### src/rtl/bram_dsp_seq_ctrl_if.sv
// Instruction handshake plus BRAM/DSP control bundle of the vector sequencer.
interface bram_dsp_seq_ctrl_if #(
  parameter int unsigned ADDR_W = 8,
  parameter int unsigned LEN_W  = 8
);
  localparam int unsigned INST_W = 5 + LEN_W + 3 * ADDR_W;

  logic [INST_W-1:0] inst;
  logic              inst_valid;
  logic              inst_ready;
  logic [ADDR_W-1:0] rd_addr_0;
  logic [ADDR_W-1:0] rd_addr_1;
  logic              en_rd_0;
  logic              en_rd_1;
  logic [ADDR_W-1:0] wr_addr;
  logic              en_wr;
  logic [4:0]        dsp_inmode;
  logic [6:0]        dsp_opmode;
  logic [3:0]        dsp_alumode;
  logic              busy;
  logic              done;
  logic              err;

  // Instruction source / status observer.
  modport master (
    output inst, inst_valid,
    input  inst_ready, rd_addr_0, rd_addr_1, en_rd_0, en_rd_1, wr_addr, en_wr,
    input  dsp_inmode, dsp_opmode, dsp_alumode, busy, done, err
  );

  // Sequencer side.
  modport slave (
    input  inst, inst_valid,
    output inst_ready, rd_addr_0, rd_addr_1, en_rd_0, en_rd_1, wr_addr, en_wr,
    output dsp_inmode, dsp_opmode, dsp_alumode, busy, done, err
  );
endinterface

### src/rtl/bram_dsp_seq_ctrl.sv
// Vector sequencer: streams operand reads, aligns DSP48 control with returning
// operands and issues delayed result write-backs.
module bram_dsp_seq_ctrl #(
  parameter int unsigned ADDR_W  = 8,
  parameter int unsigned LEN_W   = 8,
  parameter int unsigned RD_LAT  = 1,
  parameter int unsigned DSP_LAT = 3
) (
  input  logic               clk,
  input  logic               reset,
  bram_dsp_seq_ctrl_if.slave bus
);
  localparam int unsigned WB     = RD_LAT + DSP_LAT;
  localparam int unsigned OP_W   = 4;
  localparam int unsigned INST_W = 5 + LEN_W + 3 * ADDR_W;

  localparam logic [OP_W-1:0] OP_ADD = OP_W'(0);
  localparam logic [OP_W-1:0] OP_SUB = OP_W'(1);
  localparam logic [OP_W-1:0] OP_MUL = OP_W'(2);
  localparam logic [OP_W-1:0] OP_MAC = OP_W'(3);

  localparam logic [6:0] OPM_ADD  = 7'b0110011;
  localparam logic [6:0] OPM_MUL  = 7'b0000101;
  localparam logic [6:0] OPM_MACC = 7'b0100101;
  localparam logic [3:0] ALU_ADD  = 4'b0000;
  localparam logic [3:0] ALU_SUB  = 4'b0011;

  typedef enum logic [1:0] {IDLE, ISSUE, DRAIN} state_t;

  // One slot of the element pipe: DSP control plus the pending write-back.
  typedef struct packed {
    logic [6:0]        opm;
    logic [3:0]        alu;
    logic              wv;
    logic [ADDR_W-1:0] wa;
  } stage_t;

  logic [OP_W-1:0]   in_op;
  logic [LEN_W-1:0]  in_len;
  logic [ADDR_W-1:0] in_b0, in_b1, in_dst;
  logic              unused_rsvd;

  state_t            state_q;
  logic [OP_W-1:0]   op_q;
  logic [LEN_W-1:0]  len_q, idx_q;
  logic [ADDR_W-1:0] b0_q, b1_q, dst_q;
  logic              inst_ready_q, busy_q, done_q, err_q, en_rd_q;
  logic [ADDR_W-1:0] rd_addr_0_q, rd_addr_1_q;
  stage_t            pipe_q [WB+1];

  logic              accept_c, legal_c, issue_c, last_c, wb_pend_c;
  logic [OP_W-1:0]   sel_op;
  logic [LEN_W-1:0]  sel_len, sel_idx;
  logic [ADDR_W-1:0] sel_b0, sel_b1, sel_dst;
  logic [ADDR_W-1:0] rd_addr_0_d, rd_addr_1_d;
  stage_t            stage0_d;

  assign in_dst      = bus.inst[0 +: ADDR_W];
  assign in_b1       = bus.inst[ADDR_W +: ADDR_W];
  assign in_b0       = bus.inst[2*ADDR_W +: ADDR_W];
  assign in_len      = bus.inst[3*ADDR_W +: LEN_W];
  assign in_op       = bus.inst[3*ADDR_W+LEN_W +: OP_W];
  assign unused_rsvd = bus.inst[INST_W-1];

  // Pick the element to issue this edge: element 0 straight from the
  // instruction on acceptance, later elements from the latched fields.
  always_comb begin
    accept_c = bus.inst_valid & inst_ready_q;
    legal_c  = (in_op[3:2] == 2'b00);
    sel_op   = op_q;
    sel_len  = len_q;
    sel_idx  = idx_q;
    sel_b0   = b0_q;
    sel_b1   = b1_q;
    sel_dst  = dst_q;
    issue_c  = 1'b0;
    if (state_q == IDLE) begin
      sel_op  = in_op;
      sel_len = in_len;
      sel_idx = '0;
      sel_b0  = in_b0;
      sel_b1  = in_b1;
      sel_dst = in_dst;
      issue_c = accept_c & legal_c & (in_len != '0);
    end else if (state_q == ISSUE) begin
      issue_c = (idx_q != len_q);
    end
  end

  // Read addresses and stage-0 DSP/write-back payload for the issued element.
  always_comb begin
    last_c      = (sel_idx == LEN_W'(sel_len - LEN_W'(1)));
    rd_addr_0_d = '0;
    rd_addr_1_d = '0;
    stage0_d    = '0;
    if (issue_c) begin
      rd_addr_0_d = ADDR_W'(sel_b0 + ADDR_W'(sel_idx));
      rd_addr_1_d = ADDR_W'(sel_b1 + ADDR_W'(sel_idx));
      case (sel_op)
        OP_ADD:  begin stage0_d.opm = OPM_ADD; stage0_d.alu = ALU_ADD; end
        OP_SUB:  begin stage0_d.opm = OPM_ADD; stage0_d.alu = ALU_SUB; end
        OP_MUL:  begin stage0_d.opm = OPM_MUL; stage0_d.alu = ALU_ADD; end
        default: begin
          stage0_d.opm = (sel_idx == '0) ? OPM_MUL : OPM_MACC;
          stage0_d.alu = ALU_ADD;
        end
      endcase
      // Accumulate writes once, to dst, with the final element.
      if (sel_op != OP_MAC) begin
        stage0_d.wv = 1'b1;
        stage0_d.wa = ADDR_W'(sel_dst + ADDR_W'(sel_idx));
      end else if (last_c) begin
        stage0_d.wv = 1'b1;
        stage0_d.wa = sel_dst;
      end
    end
  end

  // Writes still in flight beyond the one presented this cycle.
  always_comb begin
    wb_pend_c = 1'b0;
    for (int unsigned j = 0; j < WB; j++) begin
      wb_pend_c = wb_pend_c | pipe_q[j].wv;
    end
  end

  // Control FSM with registered handshake, status and read outputs.
  always_ff @(posedge clk or negedge reset) begin
    if (!reset) begin
      state_q      <= IDLE;
      op_q         <= '0;
      len_q        <= '0;
      idx_q        <= '0;
      b0_q         <= '0;
      b1_q         <= '0;
      dst_q        <= '0;
      inst_ready_q <= 1'b1;
      busy_q       <= 1'b0;
      done_q       <= 1'b0;
      err_q        <= 1'b0;
      en_rd_q      <= 1'b0;
      rd_addr_0_q  <= '0;
      rd_addr_1_q  <= '0;
    end else begin
      done_q      <= 1'b0;
      err_q       <= 1'b0;
      en_rd_q     <= issue_c;
      rd_addr_0_q <= rd_addr_0_d;
      rd_addr_1_q <= rd_addr_1_d;
      case (state_q)
        IDLE: begin
          if (accept_c) begin
            if (!legal_c) begin
              err_q <= 1'b1;
            end else if (in_len == '0) begin
              done_q <= 1'b1;
            end else begin
              op_q         <= in_op;
              len_q        <= in_len;
              b0_q         <= in_b0;
              b1_q         <= in_b1;
              dst_q        <= in_dst;
              idx_q        <= LEN_W'(1);
              inst_ready_q <= 1'b0;
              busy_q       <= 1'b1;
              state_q      <= ISSUE;
            end
          end
        end
        ISSUE: begin
          if (issue_c) begin
            idx_q <= LEN_W'(idx_q + LEN_W'(1));
          end else begin
            state_q <= DRAIN;
          end
        end
        DRAIN: begin
          if (!wb_pend_c) begin
            done_q       <= 1'b1;
            inst_ready_q <= 1'b1;
            busy_q       <= 1'b0;
            state_q      <= IDLE;
          end
        end
        default: state_q <= IDLE;
      endcase
    end
  end

  // Element pipe: DSP control taps off at RD_LAT, write-back at RD_LAT+DSP_LAT.
  always_ff @(posedge clk or negedge reset) begin
    if (!reset) begin
      for (int unsigned j = 0; j <= WB; j++) begin
        pipe_q[j] <= '0;
      end
    end else begin
      pipe_q[0] <= stage0_d;
      for (int unsigned j = 1; j <= WB; j++) begin
        pipe_q[j] <= pipe_q[j-1];
      end
    end
  end

  assign bus.inst_ready  = inst_ready_q;
  assign bus.busy        = busy_q;
  assign bus.done        = done_q;
  assign bus.err         = err_q;
  assign bus.en_rd_0     = en_rd_q;
  assign bus.en_rd_1     = en_rd_q;
  assign bus.rd_addr_0   = rd_addr_0_q;
  assign bus.rd_addr_1   = rd_addr_1_q;
  assign bus.dsp_inmode  = 5'b00000;
  assign bus.dsp_opmode  = pipe_q[RD_LAT].opm;
  assign bus.dsp_alumode = pipe_q[RD_LAT].alu;
  assign bus.en_wr       = pipe_q[WB].wv;
  assign bus.wr_addr     = pipe_q[WB].wa;
endmodule

### src/flat_wrapper.sv
// flat-port wrapper written by rule: the top's interface ports become plain ports
module bram_dsp_seq_ctrl_flat 
#(
  parameter int unsigned ADDR_W  = 8,
  parameter int unsigned LEN_W   = 8,
  parameter int unsigned RD_LAT  = 1,
  parameter int unsigned DSP_LAT = 3
)
  (clk, reset, bus_inst, bus_inst_valid, bus_inst_ready, bus_rd_addr_0, bus_rd_addr_1, bus_en_rd_0, bus_en_rd_1, bus_wr_addr, bus_en_wr, bus_dsp_inmode, bus_dsp_opmode, bus_dsp_alumode, bus_busy, bus_done, bus_err);
  bram_dsp_seq_ctrl_if #(.ADDR_W(ADDR_W), .LEN_W(LEN_W)) bus_i ();
  input  logic clk;
  input  logic reset;
  input wire logic [$bits(bus_i.inst)-1:0] bus_inst;
  input wire logic [$bits(bus_i.inst_valid)-1:0] bus_inst_valid;
  output wire logic [$bits(bus_i.inst_ready)-1:0] bus_inst_ready;
  output wire logic [$bits(bus_i.rd_addr_0)-1:0] bus_rd_addr_0;
  output wire logic [$bits(bus_i.rd_addr_1)-1:0] bus_rd_addr_1;
  output wire logic [$bits(bus_i.en_rd_0)-1:0] bus_en_rd_0;
  output wire logic [$bits(bus_i.en_rd_1)-1:0] bus_en_rd_1;
  output wire logic [$bits(bus_i.wr_addr)-1:0] bus_wr_addr;
  output wire logic [$bits(bus_i.en_wr)-1:0] bus_en_wr;
  output wire logic [$bits(bus_i.dsp_inmode)-1:0] bus_dsp_inmode;
  output wire logic [$bits(bus_i.dsp_opmode)-1:0] bus_dsp_opmode;
  output wire logic [$bits(bus_i.dsp_alumode)-1:0] bus_dsp_alumode;
  output wire logic [$bits(bus_i.busy)-1:0] bus_busy;
  output wire logic [$bits(bus_i.done)-1:0] bus_done;
  output wire logic [$bits(bus_i.err)-1:0] bus_err;
  assign bus_i.inst = bus_inst;
  assign bus_i.inst_valid = bus_inst_valid;
  assign bus_inst_ready = bus_i.inst_ready;
  assign bus_rd_addr_0 = bus_i.rd_addr_0;
  assign bus_rd_addr_1 = bus_i.rd_addr_1;
  assign bus_en_rd_0 = bus_i.en_rd_0;
  assign bus_en_rd_1 = bus_i.en_rd_1;
  assign bus_wr_addr = bus_i.wr_addr;
  assign bus_en_wr = bus_i.en_wr;
  assign bus_dsp_inmode = bus_i.dsp_inmode;
  assign bus_dsp_opmode = bus_i.dsp_opmode;
  assign bus_dsp_alumode = bus_i.dsp_alumode;
  assign bus_busy = bus_i.busy;
  assign bus_done = bus_i.done;
  assign bus_err = bus_i.err;
  bram_dsp_seq_ctrl #(.ADDR_W(ADDR_W), .LEN_W(LEN_W), .RD_LAT(RD_LAT), .DSP_LAT(DSP_LAT)) u_core (.clk(clk), .reset(reset), .bus(bus_i));
endmodule
### config.mk
export PLATFORM = sky130hd
export DESIGN_NAME = bram_dsp_seq_ctrl_flat
export DESIGN_NICKNAME = d
export VERILOG_FILES = /design/src/rtl/bram_dsp_seq_ctrl_if.sv /design/src/rtl/bram_dsp_seq_ctrl.sv /design/src/flat_wrapper.sv
export SDC_FILE = /design/constraint.sdc
export NUM_CORES = 1
export LEC_CHECK = 0
export ABC_CLOCK_PERIOD_IN_PS = 8100
export CORE_ASPECT_RATIO = 1.25
export CORE_UTILIZATION = 33
export DETAILED_ROUTE_END_ITERATION = 6
export GPL_TIMING_DRIVEN = 0
export HOLD_SLACK_MARGIN = 0.12
export PLACE_DENSITY_LB_ADDON = 0.12
export SYNTH_ARGS = -nofsm -noshare
export SYNTH_HDL_FRONTEND = slang
export SYNTH_SLANG_ARGS = --single-unit
### constraint.sdc
create_clock -name clk -period 8.1 [get_ports clk]
set_clock_uncertainty 0.2 [all_clocks]
set_input_delay 1.215 -clock clk [delete_from_list [all_inputs] [get_ports clk]]
set_output_delay 1.215 -clock clk [all_outputs]
set_load 0.005 [all_outputs]
==> results by stage, run 1 <==
Synth:
- The number of different library cells in the post-synthesis netlist is 49.
- In this run the cell area of the synthesized design comes to roughly 6000 um^2.
- The gate count after technology mapping is 526.
- Counting flops with an async set or reset pin after synthesis yields a share of 1.000.
- Counting flops with a built-in enable in the synthesized netlist gives 0.
- Each instance of the synthesized netlist takes up on average 11.09 um^2.
- For this run, the register share of the synthesized area comes to 0.5192.
- In the synthesized netlist the dominant register cell turns out to be sky130_fd_sc_hd__dfrtp_1.
- The count of state elements after synthesis is 121.
- For this run, the number of Yosys warnings is 0.

Clock tree:
- The total CTS buffers is 17.
- The clock latency at the later pin of the worst-skew pair is roughly 0.4 ns.
- The longest clock path from root to sink contains 2 buffers.
- The cell sitting at the root of the clock tree is a sky130_fd_sc_hd__clkbuf_16.
- The number of setup buffers added after CTS is 0.
- The number of resized instances in the post-cts repair step is 0.
- The total of hold buffers inserted after clock tree synthesis is 0.
- The number of sinks handled by clock tree synthesis is approximately 120.
- TritonCTS built the clock tree.
- The number of H-tree levels is 4.
- The clock-pin slew on the worst setup and hold paths is 0.06 ns.

Timing:
- The transition time at the pin with the least slew margin is 0.7940 ns.
- The highest clock rate is 0.2151 GHz.
- The number of hold violations in the final report is 0.
- The routed design could run at a clock period as short as 4.648 ns.
- The post-route clock period utilization is 0.5738.
- Adding up every negative setup slack in the final design gives 0 ns.
- Setup repair after global routing left no endpoint under its margin.
- The max-slew headroom at the worst pin is 0.4637.
- The final count of negative-setup-slack endpoints is 0.
- The number of max-slew violations in the final report is 0.

Global routing:
- Entering global routing, the biggest net connects 70 pins.
- The number of global-route vias before repair came to 4,236.
- The initial antenna violation count is 0.
- Across every metal layer, demand over resource in global routing totals 0.1606.
- The total overflow left after global routing is 0.
- The first global-routing pass estimated 21,850 um of wire.

Critical path:
- The data arrival time of the critical path is 4.72 ns.
- For the worst setup path, the data required time is around 8 ns.
- The worst register-to-register path has a setup slack of 3.45 ns.
- The category of the worst setup path capture point is a flop.
- STA classifies the critical path startpoint as a flop.
- The largest fanout of any net on the critical path is 10.
- By startpoint and endpoint, the worst setup path is classified as reg -> reg.

Flow run:
- The number of maximum-capacitance constraint violations is 0.

Cells and area:
- The post-layout instance area is 7516 um^2.
- At the end of the flow, the number of nets in the layout was 696.
- In the final layout, the share of cells above drive strength 1 is 0.1820.
- Compared with the post-synthesis result, the final layout area differs by 28.82%.
- The most frequent standard cell in the layout excluding fill and tap cells is sky130_fd_sc_hd__dfrtp_1.
- The antenna diode count is 0.
- The layout filler cell count is 1,651.
- The combined area of the multi-input logic cells is 2499 um^2.
- The flip-flop and latch area is 3029 um^2.
- In the layout the commonest cells are 120 x sky130_fd_sc_hd__dfrtp_1, 75 x sky130_fd_sc_hd__clkdlybuf4s50_1, 68 x sky130_fd_sc_hd__nand2_1.

Place:
- The count of buffers added on input and output ports is 76.
- The placed instances occupy a cell area of 6934 um^2.
- The placer's final routability congestion estimate is 0.7839.
- Detailed placement ended at an HPWL of just under 10,000 um.

Outcome:
- The flow ran to the end, and the final reports show no timing, DRC or antenna violations.

Floorplanning:
- The overall die area is 18,220 um^2.
- The die boundary height is 150.7 um.
- Pin placement for this block handled 87 I/O pins.
- The initial core utilization is 0.3360.
- The die width is 120.9 um.
- The placeable core region is about 17,000 um^2.
- The number of core rows is between 50 and 60.

Min path:
- The class of the tightest hold or removal check is reg -> reg.

Power and ir drop:
- Power spread over the standard cell area amounts to 424.1 nW/um^2.
- The worst IR drop on VDD is 0.1748 mV.
- The static leakage is 3.473 nW.

Detailed routing:
- Dividing the detail-routed via count by the number of cells gives 4.615.
- The first routing iteration left 181 violations.
- In this run the remaining antenna-violating nets after routing total 0.
- The post-detailed-route DRC marker count is 0.
- In the final routed layout, each cell accounts on average for 15.29 um.
- The detailed-router iteration count before antenna repair is 4.
- After detailed routing, the total wire length is 13,260 um.
- The routed layout has approximately 4,000 vias.
flip-flops by register name, summed over array words and instances (netlist names), 8 cells and up:
register,flops
u_core.b1_q,8
u_core.dst_q,8
u_core.idx_q,8
u_core.bus.wr_addr,8
u_core.len_q,8
u_core.pipe_q,41
u_core.bus.rd_addr_1,8
u_core.b0_q,8
u_core.bus.rd_addr_0,8
worst paths after layout:
check | start | to | depth (start not counted)
min | u_core.pipe_q[89]$_DFF_PN0_ | u_core.bus.dsp_alumode[0]$_DFF_PN0_ | 0
max | u_core.state_q[0]$_DFFE_PN0P_ | u_core.bus.rd_addr_0[7]$_DFF_PN0_ | 15
min reg2reg | u_core.pipe_q[89]$_DFF_PN0_ | u_core.bus.dsp_alumode[0]$_DFF_PN0_ | 0
max reg2reg | u_core.state_q[0]$_DFFE_PN0P_ | u_core.bus.rd_addr_0[7]$_DFF_PN0_ | 15
max in group asynchronous | reset | u_core.pipe_q[98]$_DFF_PN0_ | 2
min in group asynchronous | reset | u_core.b0_q[3]$_DFFE_PN0P_ | 1
worst max-delay path, cell delays in order, from the launching register on:
cell                       delay (ns)
sky130_fd_sc_hd__dfrtp_1         0.44
sky130_fd_sc_hd__or2_1           0.14
sky130_fd_sc_hd__buf_2           0.19
sky130_fd_sc_hd__buf_6           0.17
sky130_fd_sc_hd__buf_2           0.30
sky130_fd_sc_hd__buf_1           0.62
sky130_fd_sc_hd__clkbuf_1        0.45
sky130_fd_sc_hd__nand2_1         0.10
sky130_fd_sc_hd__nand2_1         0.14
sky130_fd_sc_hd__ha_1            0.24
sky130_fd_sc_hd__a21o_1          0.15
sky130_fd_sc_hd__a21oi_1         0.23
sky130_fd_sc_hd__o21ai_0         0.19
sky130_fd_sc_hd__o41ai_1         0.68
sky130_fd_sc_hd__xnor2_1         0.20
sky130_fd_sc_hd__nor2_1          0.06
cell families after synthesis:
group / synth area share
adder cells (fa/ha/maj): 0.05962
multiplexers: 0.08793
flip-flops: 0.5192
other: 0.0006427
AO/OA/AOI/OAI: 0.07163
AND/OR/NAND/NOR: 0.1463
XOR/XNOR: 0.05704
buffers and inverters: 0.05769
stage by stage:
step	setup WS (ns)	std cells	hold slack (ns)	total power [W]	util
after floorplan	4.647	534	0.1312	0.002006	-
after global placement	0.8613	834	0.1316	0.002451	0.3977
after detailed placement	3.389	835	0.1347	0.002469	0.3993
after CTS	3.395	867	0.1475	0.003232	0.4328
after global routing	3.163	867	0.1478	0.003455	0.4328
final	3.452	867	0.1457	0.003187	0.4328
metal layers:
| layer | track usage | vias up | wire, um |
|---|---|---|---|
| li1 | - | 1955 | - |
| met1 | 0.1902 | 1908 | 5727 |
| met2 | 0.2660 | 104 | 6489 |
| met3 | 0.03788 | 34 | 559 |
| met4 | 0.09198 | 0 | 480 |
| met5 | 0 | - | 0 |
Yosys cell counts (all sizes together) (6+ instances only):
master | instances | share of area
nor4 | 7 | 0.010
inv | 15 | 0.0096
xor2 | 18 | 0.027
nor2b | 7 | 0.0075
a21o | 9 | 0.012
o21ai | 18 | 0.015
nor3 | 16 | 0.015
clkbuf | 11 | 0.0071
o31ai | 6 | 0.012
and2 | 11 | 0.012
nor2 | 43 | 0.029
nand2 | 68 | 0.044
ha | 23 | 0.049
mux2 | 34 | 0.066
a21oi | 13 | 0.013
buf | 34 | 0.041
xnor2 | 20 | 0.030
nand3 | 8 | 0.0069
mux2i | 13 | 0.022
dfrtp | 120 | 0.51
power by group:
group / total (W) / switching (W) / internal (W)
Clock: 0.000735 / 0.000301 / 0.000434
Combinational: 0.00147 / 0.000766 / 0.000701
Sequential: 0.000985 / 0.000129 / 0.000856
final cells by class:
cell class | count | area share
flip-flops and latches | 121 | 0.4030
multi-input cells | 353 | 0.3324
repair buffers | 77 | 0.1050
clock buffers | 17 | 0.05660
plain buffers | 45 | 0.03729
well taps | 224 | 0.03729
clock inverters | 15 | 0.02081
inverters | 15 | 0.007491
Power figures use the tool's default switching activity.
==> run 2: changes to the inputs <==
--- a/config.mk
+++ b/config.mk
@@ -5,7 +5,7 @@
 export SDC_FILE = /design/constraint.sdc
 export NUM_CORES = 1
 export LEC_CHECK = 0
-export ABC_CLOCK_PERIOD_IN_PS = 8100
+export ABC_CLOCK_PERIOD_IN_PS = 3800
 export CORE_ASPECT_RATIO = 1.25
 export CORE_UTILIZATION = 33
 export DETAILED_ROUTE_END_ITERATION = 6
==> constraint.sdc (replaced) <==
create_clock -name clk -period 3.8 [get_ports clk]
set_clock_uncertainty 0.2 [all_clocks]
set_input_delay 0.57 -clock clk [delete_from_list [all_inputs] [get_ports clk]]
set_output_delay 0.57 -clock clk [all_outputs]
set_load 0.005 [all_outputs]
==> run 2 against run 1 <==
  * Global-route usage barely moved
  * Wire length shrank 0.89%
  * Setup slack got worse by 3.2 ns
  * First-iteration DRC count up 7.2%
  * Non-clock buffer count down 3
  * Critical path depth shrank 3
  * Combinational power grew 110%
  * Worst hold slack about the same
  * Sequential share of layout area is essentially flat
  * Flip-flop and latch count stayed put
  * Power increased by 110%
  * Clock-buffer cell count is the same
==> results by stage, run 2 (synthesis results as in run 1) <==
Cells and area:
- The antenna diode count is 0.
- The layout filler cell count is 1,655.
- The final cell utilization of the core is 0.4333.
- The layout-stage area growth over the synthesis result is 28.95%.
- The register with the most flip-flops in the layout has 41 of them.
- In the layout the commonest cells are 120 x sky130_fd_sc_hd__dfrtp_1, 75 x sky130_fd_sc_hd__clkdlybuf4s50_1, 68 x sky130_fd_sc_hd__nand2_1.
- The net count of the finished layout is 693.
- The most frequent standard cell in the layout excluding fill and tap cells is sky130_fd_sc_hd__dfrtp_1.
- The non-filler instance count after layout is 864.
- More flip-flops sit in one register than any other, and that register is u_core.pipe_q.
- Of the cells placed in the final design, the portion with a size suffix greater than 1 is 0.1875.
- Summing all non-filler instances in the final layout gives an area of 7523 um^2.

Detailed routing:
- Once detail routing completed, the nets flagged for antenna violations numbered 0.
- Before antenna repair, the detailed router went through 5 iterations.
- For this block, the initial DRC count from the detailed router was approximately 190.
- The wire length per cell is 15.21 um.
- The routed layout has roughly 4,000 vias.
- The number of vias per cell is ~4.6.
- The post-detailed-route DRC marker count is 0.
- Wires add up to 13,140 um.

Floorplanning:
- The overall die area is roughly 18,000 um^2.
- The die boundary height is 150.7 um.
- The core region is ~17,000 um^2.
- 87 I/O pins were placed.
- The number of core rows is 54.
- The initial utilization of the core area, before any placement, comes to 0.3360.
- The die width is ~120 um.

Critical path:
- By startpoint and endpoint, the worst setup path is classified as reg -> reg.
- The category of the worst setup path capture point is a flop.
- For the worst setup path, the data required time is between 3 and 4 ns.
- In this run the worst path has a maximum fanout of 19.
- At the worst endpoint, the arrival time is 3.58 ns.
- The number of cells on the worst reg-to-reg path is 12.
- STA classifies the critical path startpoint as a flop.

Timing:
- Setup repair after global routing left no endpoint under its margin.
- The number of max-slew violations in the final report is 0.
- The max-slew headroom at the worst pin is 0.4725.
- The final-layout setup total negative slack is 0 ns.
- The post-route worst hold slack is 0.1456 ns.
- The post-route clock period utilization is 0.9258.
- The final count of negative-setup-slack endpoints is 0.
- Subtracting the final worst setup slack from the clock period gives 3.518 ns.
- The transition time at the pin with the least slew margin is 0.7840 ns.
- For this run, the top clock speed supported by timing is 0.2843 GHz.
- The number of hold violations in the final report is 0.

Flow run:
- The number of maximum-capacitance constraint violations is 0.

Global routing:
- The largest net degree at the start of global routing is 70.
- The total grt overflow is 0.
- The first-pass GRT wire length is 21,810 um.
- In the global route stage, overall resource usage came out at 0.1602.
- The initial antenna violation count is 0.
- The number of global-route vias before repair is ~4,200.

Power and ir drop:
- The power per cell area is 901.5 nW/um^2.
- Of the total power, registers draw 0.310.
- The net switching power figure is 0.002537 W.
- For this design the static power due to leakage is roughly 3.5 nW.
- The switching part of the total is 0.3741.
- IR analysis of the VDD net gives a maximum drop of about 0.37 mV.
- The design internal power is 0.004245 W.
- Of the total power, combinational logic draws 0.460.
- Of the total power, the clock network draws 0.231.

Place:
- The placed instance area is about 6900 um^2.
- The cell count after placement is approximately 840.
- Summed over all nets, the half-perimeter wirelength after detailed placement is between 9000 and 10,000 um.
- The number of buffer cells added on primary ports is between 70 and 80.
- The placer's final routability congestion estimate is 0.7839.

Clock tree:
- The clock tree root driver cell is sky130_fd_sc_hd__clkbuf_16.
- The number of H-tree levels is 4.
- The number of sinks handled by clock tree synthesis is 121.
- The total CTS buffers is 17.
- In this run the deepest clock path goes through 2 buffers.
- The clock-pin slew on the worst setup and hold paths is 0.06 ns.
- The clock tree from TritonCTS is done.
- At the later pin of the worst-skew pair, clock insertion delay measures 0.41 ns.

Min path:
- The worst hold path passes through 0 cells.
- The tightest min-delay check is of the reg -> reg type.

Outcome:
- The run finished with clean final reports.
==> run 2: changes by cell type in the layout (fill, tap and decap cells not counted), sizes merged <==
cell	delta
clkbuf	-4
dlygate4sd3	+1
==> run 2: critical path: stages (launching register included) <==
cell	delay, ns
sky130_fd_sc_hd__dfrtp_1	0.44
sky130_fd_sc_hd__nor2_2	0.22
sky130_fd_sc_hd__clkbuf_2	0.31
sky130_fd_sc_hd__buf_2	0.45
sky130_fd_sc_hd__nand2_1	0.10
sky130_fd_sc_hd__nand2_1	0.13
sky130_fd_sc_hd__ha_1	0.24
sky130_fd_sc_hd__a21o_1	0.15
sky130_fd_sc_hd__a21oi_1	0.23
sky130_fd_sc_hd__o21ai_0	0.21
sky130_fd_sc_hd__o41ai_2	0.44
sky130_fd_sc_hd__xnor2_1	0.19
sky130_fd_sc_hd__nor2_1	0.06
==> run 2: power by group through the flow <==
stage	clock network, W	logic, W	registers [W]
after floorplan	0	0.00222	0.00206
after global placement	0	0.00311	0.00211
after detailed placement	0	0.00314	0.00213
after CTS	0.00161	0.00318	0.00211
after global routing	0.00166	0.00352	0.00217
final	0.00156	0.00312	0.00210
==> run 2: metrics by stage <==
step | power (W) | setup slack, ns
after floorplan | 0.004276 | 0.3469
after global placement | 0.005225 | -2.794
after detailed placement | 0.005263 | -0.9115
after CTS | 0.006895 | 0.08197
after global routing | 0.007358 | 0.03431
final | 0.006782 | 0.2820
==> run 2: what timing repair did <==
action	CTS	global route
endpoints found under the hold margin	51	0
setup buffers	0	0
hold buffers	1	0
setup endpoints to repair	7	3
gates resized for setup	6	1
pin swaps	1	1
==> run 2: routing by layer <==
layer	vias to the layer above	track usage	routed length, um
li1	1946	-	-
met5	-	0	0
met2	102	0.2671	6523
met4	0	0.09074	408
met1	1900	0.1894	5647
met3	26	0.03674	558
==> run 2: final timing paths <==
check	startpoint	end	slack [ns]
worst max-delay path	u_core.state_q[0]$_DFFE_PN0P_	u_core.bus.rd_addr_0[7]$_DFF_PN0_	0.28
worst min-delay path	u_core.pipe_q[95]$_DFF_PN0_	u_core.bus.dsp_opmode[2]$_DFF_PN0_	0.15
min in group asynchronous	reset	u_core.b0_q[3]$_DFFE_PN0P_	0.48
worst min register to register	u_core.pipe_q[95]$_DFF_PN0_	u_core.bus.dsp_opmode[2]$_DFF_PN0_	0.15
worst max register to register	u_core.state_q[0]$_DFFE_PN0P_	u_core.bus.rd_addr_0[7]$_DFF_PN0_	0.28
max in group asynchronous	reset	u_core.pipe_q[98]$_DFF_PN0_	2.23
==> run 2: layout make-up <==
cell class              count  area (um^2)  share of cell area
clock inverters            15        156.4             0.02079
well taps                 224        280.3             0.03725
plain buffers              41        270.3             0.03592
inverters                  15        56.30            0.007484
multi-input cells         353         2506              0.3331
clock buffers              17        425.4             0.05654
repair buffers             78        799.5              0.1063
flip-flops and latches    121         3029              0.4026
==> run 3: changes to the inputs <==
--- a/config.mk
+++ b/config.mk
@@ -12,6 +12,7 @@
 export GPL_TIMING_DRIVEN = 0
 export HOLD_SLACK_MARGIN = 0.12
 export PLACE_DENSITY_LB_ADDON = 0.12
+export RECOVER_POWER = 100
 export SYNTH_ARGS = -nofsm -noshare
 export SYNTH_HDL_FRONTEND = slang
 export SYNTH_SLANG_ARGS = --single-unit
==> run 3 against run 2 <==
  * Global-route usage is the same
  * Non-clock buffer count is the same
  * Maximum frequency shrank 0.90%
  * Sequential share of layout area grew 0.37 points
  * Wire length shrank 0.21%
  * Cell area shrank 0.91%
  * Combinational power shrank 4%
  * Sequential power is essentially flat
  * Register-to-register slack lost 0.03 ns
  * Critical endpoint unchanged
  * Highest routed layer unchanged
==> results by stage, run 3 (synthesis results as in run 1) <==
Timing:
- Measured against its own limit, the worst slew margin works out to 0.1143.
- Setup repair after global routing left no endpoint under its margin.
- The final-layout setup total negative slack is 0 ns.
- The number of hold violations in the final report is 0.
- The post-route clock period utilization is 0.9341.
- At the pin with the least slew margin, the transition time is between 1 and 1.5 ns.
- The number of max-slew violations in the final report is 0.
- The highest clock rate is 0.2817 GHz.
- Setup violations remaining at the end of the flow were counted as 0.
- The time the worst path needs with I/O delays and setup is 3.550 ns.
- The worst path meets setup with approximately 0.25 ns of slack.

Cells and area:
- From synthesis to final layout, the design area changed by 27.77%.
- The most frequent standard cell in the layout excluding fill and tap cells is sky130_fd_sc_hd__dfrtp_1.
- The library cells used most frequently in the layout, excluding fill and tap cells, are 120 x sky130_fd_sc_hd__dfrtp_1, 68 x sky130_fd_sc_hd__nand2_1, 41 x sky130_fd_sc_hd__nor2_1.
- The antenna diode count is 0.
- Across the whole layout, storage elements account for 3029 um^2.
- Excluding fillers, the count of instances in the completed layout stands at 864.
- The proportion of layout cells with a drive suffix above 1 is 0.1781.
- More flip-flops sit in one register than any other, and that register is u_core.pipe_q.
- The register with the most flip-flops in the layout has 41 of them.
- The combined area of the multi-input logic cells is ~2500 um^2.
- Once layout is complete, the utilization of the core stands at 0.4293.
- Counting the fill cells in the layout gives 1,664.
- After the last flow step, the layout net total stands at 693.

Floorplanning:
- The die boundary height is 150.7 um.
- The overall die area is 18,220 um^2.
- The initial utilization of the core area, before any placement, comes to 0.3360.
- The number of core rows is 54.
- The total I/O pin count is 87.
- The placeable core region is around 17,000 um^2.
- The floorplan step set the die width to roughly 120 um.

Detailed routing:
- Wires add up to approximately 13,000 um.
- The antenna violation net count after detailed routing is 0.
- The first-iteration detailed-routing DRC count is 189.
- In the routed design, unresolved DRC markers number 0.
- Using the TritonRoute via totals, the vias-per-cell ratio works out to between 4 and 5.
- The wire length per cell is 15.17 um.
- The via total after detailed routing is 3,998.
- The detailed-router iteration count before antenna repair is 5.

Critical path:
- The category of the worst setup path capture point is a flop.
- STA classifies the critical path startpoint as a flop.
- Data on the critical path is required at its endpoint by 3.87 ns.
- Data on the critical path arrives at its endpoint at 3.62 ns.
- By startpoint and endpoint, the worst setup path is classified as reg -> reg.
- The number of cells on the worst reg-to-reg path is 13.
- The largest fanout of any net on the critical path is 28.

Clock tree:
- The number of setup buffers added after CTS is 0.
- The clock tree root driver cell is sky130_fd_sc_hd__clkbuf_16.
- The total CTS buffers is 17.
- Counting every sink on the clock net gives between 100 and 150.
- The number of H-tree levels is 4.
- After clock tree synthesis, the clock-pin slew on the worst setup and hold paths is 0.06 ns.
- The clock reaches the later pin of the worst-skew pair after 0.41 ns.
- The clock tree from TritonCTS is done.
- The clock passes through at most 2 buffers.

Power and ir drop:
- For this design the static power due to leakage is about 3.5 nW.
- The worst-case IR drop observed on VDD is between 0.3 and 0.4 mV.
- The power per cell area is 895.2 nW/um^2.

Global routing:
- The global routing usage summed across all routing layers is 0.1602.
- Entering global routing, the biggest net connects 70 pins.
- For this run the aggregate overflow at the end of global routing stands at 0.
- The initial antenna violation count was 0.
- The first-pass GRT wire length is 21,810 um.
- The number of global-route vias before repair came to 4,242.

Place:
- The HPWL after detailed placement is 9620 um.
- OpenSTA, run right after detailed placement, puts the worst setup slack at -0.9115 ns.
- The cell count after placement is around 840.
- Port buffering added 76 buffers.
- The placer's final routability congestion estimate is between 0.7 and 0.8.

Flow run:
- The tool flagged a number of max-cap violations equal to 0.

Min path:
- The path class of the tightest hold or removal check is reg -> reg.
- The worst hold path was traced through 0 stages.

Outcome:
- The run finished with clean final reports.
## run 3: cell count changes in the layout (fill, tap and decap cells not counted), moves of 2 or more
| cell | previous run | this run |
|---|---|---|
| sky130_fd_sc_hd__o31ai_1 | 1 | 4 |
| sky130_fd_sc_hd__and2_0 | 0 | 4 |
| sky130_fd_sc_hd__dlygate4sd3_1 | 1 | 40 |
| sky130_fd_sc_hd__clkbuf_4 | 0 | 2 |
| sky130_fd_sc_hd__o31ai_2 | 5 | 2 |
| sky130_fd_sc_hd__and2_1 | 10 | 6 |
| sky130_fd_sc_hd__clkdlybuf4s50_1 | 75 | 36 |
| sky130_fd_sc_hd__clkbuf_2 | 1 | 3 |
## run 3: power by group
group          total, W  switching, W  leakage [nW]  internal, W
combinational   0.00301       0.00160          1.72      0.00142
sequential      0.00210      0.000273          1.53      0.00182
clock           0.00156      0.000639         0.289     0.000925
total           0.00667       0.00251          3.54      0.00417
## run 3: layout make-up
cell class              instances  area share
clock inverters                15     0.02098
multi-input cells             353      0.3305
well taps                     224     0.03760
clock buffers                  17     0.05707
plain buffers                  41     0.03625
inverters                      15    0.007553
repair buffers                 78      0.1037
flip-flops and latches        121      0.4063
## run 3: critical path: stages (launching register included)
cell and delay [ns]:
sky130_fd_sc_hd__dfrtp_1 0.45, sky130_fd_sc_hd__or2_1 0.14, sky130_fd_sc_hd__buf_2 0.18, sky130_fd_sc_hd__buf_6 0.27
sky130_fd_sc_hd__clkbuf_4 0.40, sky130_fd_sc_hd__nand2_1 0.10, sky130_fd_sc_hd__nand2_1 0.13, sky130_fd_sc_hd__ha_1 0.24
sky130_fd_sc_hd__a21o_1 0.15, sky130_fd_sc_hd__a21oi_1 0.23, sky130_fd_sc_hd__o21ai_0 0.21, sky130_fd_sc_hd__o41ai_2 0.45
sky130_fd_sc_hd__xnor2_1 0.19, sky130_fd_sc_hd__nor2_1 0.06
## run 3: what timing repair did
action,CTS,global route
setup endpoints to repair,7,3
pin swaps,1,1
hold endpoints to repair,51,0
hold buffers,1,0
resized for setup,6,1
## run 3: per-layer routing
metal,part of all wire,GRT usage
met1,0.43,0.1894
met2,0.49,0.2671
met3,0.044,0.03674
met4,0.033,0.09074
met5,0,0
## run 3: path summary, 6_finish.rpt
path                                                      to                          start  slack [ns]
max in group asynchronous        u_core.pipe_q[97]$_DFF_PN0_                          reset        0.95
max                        u_core.bus.rd_addr_0[7]$_DFF_PN0_  u_core.state_q[0]$_DFFE_PN0P_        0.25
max reg2reg                u_core.bus.rd_addr_0[7]$_DFF_PN0_  u_core.state_q[0]$_DFFE_PN0P_        0.25
min reg2reg                  u_core.bus.wr_addr[0]$_DFF_PN0_    u_core.pipe_q[20]$_DFF_PN0_        0.15
min                          u_core.bus.wr_addr[0]$_DFF_PN0_    u_core.pipe_q[20]$_DFF_PN0_        0.15
min in group asynchronous         u_core.b0_q[3]$_DFFE_PN0P_                          reset        0.78
## run 3: metrics by stage
| step | total power (W) | instance area, um^2 | hold WS (ns) |
|---|---|---|---|
| 6_report | 0.006674 | 7455 | 0.1456 |
| 5_1_grt | 0.007242 | 7455 | 0.1478 |
| 3_5_place_dp | 0.005263 | 6934 | 0.1347 |
| 4_1_cts | 0.006895 | 7532 | 0.1475 |
| 3_3_place_gp | 0.005225 | 6905 | 0.1316 |
| 2_1_floorplan | 0.004276 | 5864 | 0.07441 |
